===== src/rtl/wb_initiator.sv =====
// Wishbone classic single-access initiator. Takes one read/write command at a
// time, runs one bus cycle for it (with retry and timeout handling) and hands
// the read data and completion status back on a valid/ready response port.
module wb_initiator #(
    parameter int DATA_WIDTH = 8,
    parameter int ADDR_WIDTH = 32,
    parameter int TIMEOUT    = 255,
    parameter int MAX_RETRY  = 3
) (
    input  logic                  wb_clk,
    input  logic                  wb_rst_n,
    // command port
    input  logic                  cmd_valid,
    output logic                  cmd_ready,
    input  logic                  cmd_we,
    input  logic [ADDR_WIDTH-1:0] cmd_adr,
    input  logic [DATA_WIDTH-1:0] cmd_dat,
    // response port
    output logic                  rsp_valid,
    input  logic                  rsp_ready,
    output logic [DATA_WIDTH-1:0] rsp_dat,
    output logic [1:0]            rsp_status,
    output logic                  busy,
    // Wishbone initiator side
    output logic [ADDR_WIDTH-1:0] wb_adr_o,
    output logic [DATA_WIDTH-1:0] wb_dat_o,
    output logic                  wb_we_o,
    output logic                  wb_cyc_o,
    output logic                  wb_stb_o,
    output logic [2:0]            wb_cti_o,
    output logic [1:0]            wb_bte_o,
    input  logic [DATA_WIDTH-1:0] wb_dat_i,
    input  logic                  wb_ack_i,
    input  logic                  wb_err_i,
    input  logic                  wb_rty_i
);

    // A disabled timeout (or zero retries) still needs a 1-bit counter.
    localparam int TMO_W = (TIMEOUT   > 0) ? $clog2(TIMEOUT + 1)   : 1;
    localparam int RTY_W = (MAX_RETRY > 0) ? $clog2(MAX_RETRY + 1) : 1;

    localparam logic [TMO_W-1:0] TMO_LAST  = TMO_W'((TIMEOUT > 0) ? TIMEOUT - 1 : 0);
    localparam logic [RTY_W-1:0] RTY_LIMIT = RTY_W'(MAX_RETRY);

    localparam logic [1:0] ST_OK        = 2'b00;
    localparam logic [1:0] ST_ERR       = 2'b01;
    localparam logic [1:0] ST_TIMEOUT   = 2'b10;
    localparam logic [1:0] ST_RETRY_EXH = 2'b11;

    typedef enum logic [1:0] {
        IDLE = 2'd0,
        BUS  = 2'd1,
        GAP  = 2'd2,
        RESP = 2'd3
    } state_e;

    state_e                state_q, state_d;
    logic [ADDR_WIDTH-1:0] adr_q, adr_d;
    logic [DATA_WIDTH-1:0] dat_q, dat_d;
    logic                  we_q, we_d;
    logic                  cyc_q, cyc_d;
    logic [DATA_WIDTH-1:0] rsp_dat_q, rsp_dat_d;
    logic [1:0]            rsp_status_q, rsp_status_d;
    logic                  rsp_valid_q, rsp_valid_d;
    logic [TMO_W-1:0]      tmo_cnt_q, tmo_cnt_d;
    logic [RTY_W-1:0]      rty_cnt_q, rty_cnt_d;

    // Next-state and next-output decode for the four-state cycle controller.
    always_comb begin
        // NOTE: every _d takes its held value first so no path leaves a signal
        // unassigned, which would otherwise infer a latch.
        state_d      = state_q;
        adr_d        = adr_q;
        dat_d        = dat_q;
        we_d         = we_q;
        cyc_d        = cyc_q;
        rsp_dat_d    = rsp_dat_q;
        rsp_status_d = rsp_status_q;
        rsp_valid_d  = rsp_valid_q;
        tmo_cnt_d    = tmo_cnt_q;
        rty_cnt_d    = rty_cnt_q;

        unique case (state_q)
            IDLE: begin
                // cmd_ready is high whenever the flops are out of reset here.
                if (cmd_valid) begin
                    adr_d     = cmd_adr;
                    dat_d     = cmd_dat;
                    we_d      = cmd_we;
                    cyc_d     = 1'b1;
                    tmo_cnt_d = '0;
                    rty_cnt_d = '0;
                    state_d   = BUS;
                end
            end

            BUS: begin
                if (wb_ack_i) begin
                    rsp_dat_d    = we_q ? '0 : wb_dat_i;
                    rsp_status_d = ST_OK;
                    rsp_valid_d  = 1'b1;
                    cyc_d        = 1'b0;
                    state_d      = RESP;
                end else if (wb_err_i) begin
                    rsp_dat_d    = '0;
                    rsp_status_d = ST_ERR;
                    rsp_valid_d  = 1'b1;
                    cyc_d        = 1'b0;
                    state_d      = RESP;
                end else if (wb_rty_i) begin
                    cyc_d = 1'b0;
                    if (rty_cnt_q == RTY_LIMIT) begin
                        rsp_dat_d    = '0;
                        rsp_status_d = ST_RETRY_EXH;
                        rsp_valid_d  = 1'b1;
                        state_d      = RESP;
                    end else begin
                        rty_cnt_d = rty_cnt_q + 1'b1;
                        state_d   = GAP;
                    end
                end else if ((TIMEOUT != 0) && (tmo_cnt_q == TMO_LAST)) begin
                    rsp_dat_d    = '0;
                    rsp_status_d = ST_TIMEOUT;
                    rsp_valid_d  = 1'b1;
                    cyc_d        = 1'b0;
                    state_d      = RESP;
                end else if (tmo_cnt_q != '1) begin
                    // Saturates instead of wrapping when the timeout is disabled.
                    tmo_cnt_d = tmo_cnt_q + 1'b1;
                end
            end

            GAP: begin
                // One idle cycle, then re-issue the same access.
                tmo_cnt_d = '0;
                cyc_d     = 1'b1;
                state_d   = BUS;
            end

            RESP: begin
                if (rsp_ready) begin
                    rsp_valid_d = 1'b0;
                    state_d     = IDLE;
                end
            end

            default: state_d = IDLE;
        endcase
    end

    // State and output registers; reset drops cyc/stb without waiting for a clock.
    always_ff @(posedge wb_clk or negedge wb_rst_n) begin
        if (!wb_rst_n) begin
            state_q      <= IDLE;
            adr_q        <= '0;
            dat_q        <= '0;
            we_q         <= 1'b0;
            cyc_q        <= 1'b0;
            rsp_dat_q    <= '0;
            rsp_status_q <= ST_OK;
            rsp_valid_q  <= 1'b0;
            tmo_cnt_q    <= '0;
            rty_cnt_q    <= '0;
        end else begin
            // NOTE: non-blocking so every register samples the pre-edge values.
            state_q      <= state_d;
            adr_q        <= adr_d;
            dat_q        <= dat_d;
            we_q         <= we_d;
            cyc_q        <= cyc_d;
            rsp_dat_q    <= rsp_dat_d;
            rsp_status_q <= rsp_status_d;
            rsp_valid_q  <= rsp_valid_d;
            tmo_cnt_q    <= tmo_cnt_d;
            rty_cnt_q    <= rty_cnt_d;
        end
    end

    // cmd_ready and busy decode the state; cmd_ready is also held low in reset.
    assign cmd_ready  = (state_q == IDLE) && wb_rst_n;
    assign busy       = (state_q != IDLE);

    assign rsp_valid  = rsp_valid_q;
    assign rsp_dat    = rsp_dat_q;
    assign rsp_status = rsp_status_q;

    assign wb_adr_o   = adr_q;
    assign wb_dat_o   = dat_q;
    assign wb_we_o    = we_q;
    assign wb_cyc_o   = cyc_q;
    assign wb_stb_o   = cyc_q;
    assign wb_cti_o   = 3'b000;
    assign wb_bte_o   = 2'b00;

endmodule


===== config.mk =====
export PLATFORM = sky130hd
export DESIGN_NAME = wb_initiator
export DESIGN_NICKNAME = d
export VERILOG_FILES = /design/src/rtl/wb_initiator.sv
export SDC_FILE = /design/constraint.sdc
export NUM_CORES = 1
export LEC_CHECK = 0
export CELL_PAD_IN_SITES_DETAIL_PLACEMENT = 0
export CELL_PAD_IN_SITES_GLOBAL_PLACEMENT = 1
export CORE_ASPECT_RATIO = 1.4
export CORE_MARGIN = 2
export CORE_UTILIZATION = 33
export DETAILED_ROUTE_END_ITERATION = 7
export HOLD_SLACK_MARGIN = 0.1
export PLACE_DENSITY_LB_ADDON = 0.1
export SKIP_LAST_GASP = 1
export SLEW_MARGIN = 20
export SYNTH_ARGS = -nofsm -noshare
export SYNTH_HDL_FRONTEND = slang
export SYNTH_SLANG_ARGS = --single-unit

===== constraint.sdc =====
create_clock -name wb_clk -period 2.2 [get_ports wb_clk]
set_input_delay 0.44 -clock wb_clk [delete_from_list [all_inputs] [get_ports wb_clk]]
set_output_delay 0.44 -clock wb_clk [all_outputs]
set_load 0.005 [all_outputs]

**Word-level counts from Yosys, hierarchy flattened**

Cells that the tools add are included.

- Register bits after elaboration: 65
- Bits in latches: 0
- RAM bits: 0
- ROM bits: 0
- Input port bits: 56
- Output and inout bits: 61
- Word-level logic and storage cells: 89
- Memories: 0

- $add $sub $neg: 2
- Multipliers: 0
- Div/mod/pow operators: 0
- Magnitude comparators: 0
- Equal/unequal tests: 18
- Shift operators: 0
- Muxes and demuxes: 45
- Bitwise operators: 0
- Reduce and logical (&&, ||, !) cells: 14

Operator list:

| kind | number |
|---|---|
| 8-bit two-way mux | 12 |
| 2-bit two-way mux | 16 |
| 8-bit one-hot mux with 3 select lines | 1 |
| 2-bit != test (second input constant) | 9 |
| 1-bit two-way mux | 12 |
| 5-bit != test (second input constant) | 2 |
| 3-bit AND reduction | 3 |
| 8-bit by 1-bit adder with 8-bit output (second input constant) | 1 |
| 8-bit == test (second input constant) | 1 |
| 8-bit != test (second input constant) | 1 |
| 2-bit one-hot mux with 4 select lines | 1 |
| 7-bit AND reduction | 1 |
| 2-bit == test (second input constant) | 3 |
| 6-bit AND reduction | 1 |
| 2-bit nonzero test | 3 |
| 4-bit by 3-bit != test with 1-bit output (second input constant) | 1 |
| 2-bit one-hot mux with 2 select lines | 1 |
| 4-bit AND reduction | 1 |
| 4-bit nonzero test | 1 |
| 1-bit one-hot mux with 3 select lines | 1 |
| 3-bit nonzero test | 1 |
| 2-bit by 1-bit adder with 2-bit output (second input constant) | 1 |
| 2-bit by 1-bit == test with 1-bit output (second input constant) | 1 |
| 2-bit logical NOT | 1 |
| other kinds (3) | 3 |

**Logic depth before layout (Yosys ltp)**

- Depth in word-level cells: 7
- Mapped depth: 7
- Depth with buffers taken out: 6

**Worst setup path before layout**

No wires, ideal clock.

- Kind: register to register
- Start: register tmo_cnt_q[0]
- End: register tmo_cnt_q[6]
- Library setup time: 0.069 ns
- Data arrival time: 1.589 ns
- Data required time: 2.131 ns
- Slack: 0.542 ns
- Stages on the path, launching flop included: 7
- Path buffers: 0
- Period minus slack after synthesis: 1.658 ns
- Cell sequence: dfrtp_1 -> inv_1 -> ha_1 -> o211ai_1 -> o21ai_1 -> or4_1 -> nand3_1

- Cells in the longest elaborated chain, start to end: 7
- Elaborated cells on any way between the ends: 12
- Those cells by class: add/sub: 1; eq/ne: 4; mux: 6; reduce/logical: 1

Ends and longest elaborated chain:

| element | line | RTL |
|---|---|---|
| from (decl) | 65 | `logic [TMO_W-1:0] tmo_cnt_q, tmo_cnt_d;` |
| from (signal assigned) | 174 | `tmo_cnt_q <= tmo_cnt_d;` |
| 8-bit by 1-bit adder with 8-bit output | 129 | `tmo_cnt_d = tmo_cnt_q + 1'b1;` |
| 8-bit two-way mux | 127 | `end else if (tmo_cnt_q != '1) begin` |
| 8-bit two-way mux | 121 | `end else if ((TIMEOUT != 0) && (tmo_cnt_q == TMO_LAST)) begin` |
| 8-bit two-way mux | 110 | `end else if (wb_rty_i) begin` |
| 8-bit two-way mux | 104 | `end else if (wb_err_i) begin` |
| 8-bit two-way mux | 98 | `if (wb_ack_i) begin` |
| 8-bit one-hot mux with 3 select lines | 83 | `unique case (state_q)` |

Parallel ways exist; a longest one is shown, timed or not. The select of a mux whose other input is x is not followed.
A chain may end at the register's enable or synchronous reset.

**Worst setup path in the final report**

- Start: register state_q[0]
- End: output port cmd_ready

- Cells in the longest elaborated chain, start to end: 2

Ends and longest elaborated chain:

| element | line | RTL |
|---|---|---|
| from (decl) | 57 | `state_e state_q, state_d;` |
| from (signal assigned) | 166 | `state_q <= state_d;` |
| 2-bit logical NOT | 180 | `assign cmd_ready = (state_q == IDLE) && wb_rst_n;` |
| 1-bit logical AND | 180 |  |
| to (decl) | 14 | `output logic cmd_ready,` |

No other way between the ends.

==> out/qor.yml <==
synth-async-reset-ratio: 1.000
p_clk_frac: 0.231
drive_gt1_frac: 0.1873
p_seq_frac: 0.350
slew_violations: 0
p_int_mw: 4.228
run_status: "finished, final reports clean"
path_class: "flop to primary output"
setup_tns_ps: 0
clk_path_buf_depth: 2
n_antenna_cell: 0
grt_usage: 0.1507
finalCritPeriodShare: 0.9564
hold_path.class: "primary input to async pin"
place_congestion: 0.7626
synth_common_cells: "65 x dfrtp_1, 39 x mux2_2, 17 x nand2_1"
initial_utilization: 0.3355
die_area_um2: 9367
first_global_vias: 2040
netSwitchingFraction: 0.2718
clk_pin_slew_ps: 50
rsz0062_at_grt: "no"
yosysMostFrequentCell: "dfrtp_1"
cts_resized: 0
drt-vias-per-instance: 4.704
worstPathArrival_ps: 1660
hold_viol: 0
endpoint_kind: "primary output"
synth_cells: 226
io_pins: 117
grt_pass1_wl_mm: 10.39
syn-cell-area_um2: 2838
netlist_top_cells_area: "dfrtp_1 57%, mux2_2 15%, mux2i_1 3.5%"
gr-total-overflow: 0
cts.sinks: 65
numCtsBuffers: 9
portBuffers: 111
num_vias: 2126
synth_top_area_cell: "dfrtp_1"
area_growth_pct: 53.17
setup_viol: 0
die_y_um: 113.7
cts_root_buf: "clkbuf_16"
cts_tree: "yes"
pwr_density_cell_nw_per_um2: 1336
p_sw_mw: 1.578
dr.pass1.iters: 4
fin_crit_ps: 2104
synth_top_area_share: 0.5732
drt.antenna.violating_nets: 0
cts_hold_buffers: 0
clkLatencyLatePin_ps: 320
required_ps: 1760
p_comb_frac: 0.419
post_drt_wl_per_cell_um: 14.39
avgSynthCellArea_um2: 12.56
core_area_um2: 8458
drv_cap: 0
ys.flop_type: "dfrtp_1"
ys_types: 44
power_leakage_nw: 1.867
finClkSkew_ps: 5.199
ys_seq_elements: 65
die_x_um: 82.37
finalWirelength_mm: 6.503
cts_htree_levels: 3
ir_worst_vdd_uv: 716.0
post-route-drc-count: 0
utilization: 0.5139
nNetsFinal: 405
grt_max_degree: 42
num_rows: 40
hpwl_mm: 4.696
cp_max_fo: 4
start_kind: "flop"
cts_setup_buffers: 0
synth_edf_count: 0
antenna_found_initial: 0
fmax_mhz: 475.3
yosysSeqAreaShare: 0.5732
yosys_warnings: 0
first_iter_violations: 69
==> worst max-delay path, cell delays in order, from the launching register on <==
cell             delay (ps)
dfrtp_1                 370
or2_2                   350
nor2_1                  100
clkdlybuf4s50_1         520
==> cell usage in the layout, fill, tap and decap left out, types with 2 or more instances in the layout <==
master             n
a31oi_1            3
clkbuf_16          9
o211ai_1           3
o21bai_1           2
mux2i_1           10
inv_1             16
dfrtp_1           65
nand3_1            7
clkdlybuf4s50_1  110
nor4_1             2
nand2_1           17
nor2_1             6
buf_4              7
mux2_2            39
buf_12             2
o21ai_0            4
o21ai_1            4
mux2_1             2
ha_1               3
conb_1             5
a21oi_1            4
==> flip-flops by register name, summed over array words and instances (netlist names), 2 cells and up <==
name	flops
rsp_status	2
rty_cnt_q	2
wb_dat_o	8
state_q	2
rsp_dat	8
wb_adr_o	32
tmo_cnt_q	8
==> per-stage QoR <==
stage	total power [mW]	hold slack, ps	worst slack, ps	cell area [µm²]	cells
floorplan	3.111	144.4	541.9	2853	230
global placement	4.512	467.7	93.34	4074	440
detailed placement	4.539	474.1	68.47	4074	440
CTS	5.908	235.5	74.29	4347	452
global route	6.222	243.4	17.12	4347	452
finish	5.806	212.2	95.89	4347	452
==> final timing paths <==
check,from,endpoint,slack [ps],depth (start not counted)
worst max-delay path,state_q[0],cmd_ready,100,3
worst min-delay path,wb_rst_n,wb_adr_o[16],210,2
worst max register to register,tmo_cnt_q[0],tmo_cnt_q[5],340,6
worst min register to register,rsp_valid,rsp_valid,480,2
max in group asynchronous,wb_rst_n,wb_adr_o[30],1230,3
min in group wb_clk,rsp_valid,rsp_valid,480,2
==> cell type report <==
type | instances | area [µm²]
Clock buffer | 11 | 242.7
Clock inverter | 1 | 30.03
Fill cell | 763 | 4111
Inverter | 16 | 60.06
Multi-Input combinational cell | 134 | 1057
Sequential cell | 65 | 1627
Tap cell | 105 | 131.4
Timing Repair Buffer | 120 | 1199
==> power groups by stage <==
stage | Clock, mW | Sequential [mW] | Combinational (mW)
after detailed placement | 0 | 2.06 | 2.48
after global routing | 1.45 | 2.12 | 2.65
after global placement | 0 | 2.05 | 2.47
after floorplan | 0 | 2.09 | 1.02
after CTS | 1.38 | 2.04 | 2.48
final | 1.34 | 2.03 | 2.43
==> cell families after synthesis <==
family | after synthesis | synth area share
buffers and inverters | 31 | 0.05952
AO/OA/AOI/OAI | 32 | 0.07849
multiplexers | 51 | 0.1980
adder cells (fa/ha/maj) | 3 | 0.01323
flip-flops | 65 | 0.5732
AND/OR/NAND/NOR | 43 | 0.07628
other | 1 | 0.001321
==> metal layers <==
layer  vias to the layer above  share of wire  GRT usage
met2                        63           0.50     0.2339
met3                         7          0.068    0.05934
met4                         0          0.013    0.06000
met5                         -              0          0
met1                      1036           0.42     0.1857
li1                       1020              -          -
(Power assumes the default switching activity.)
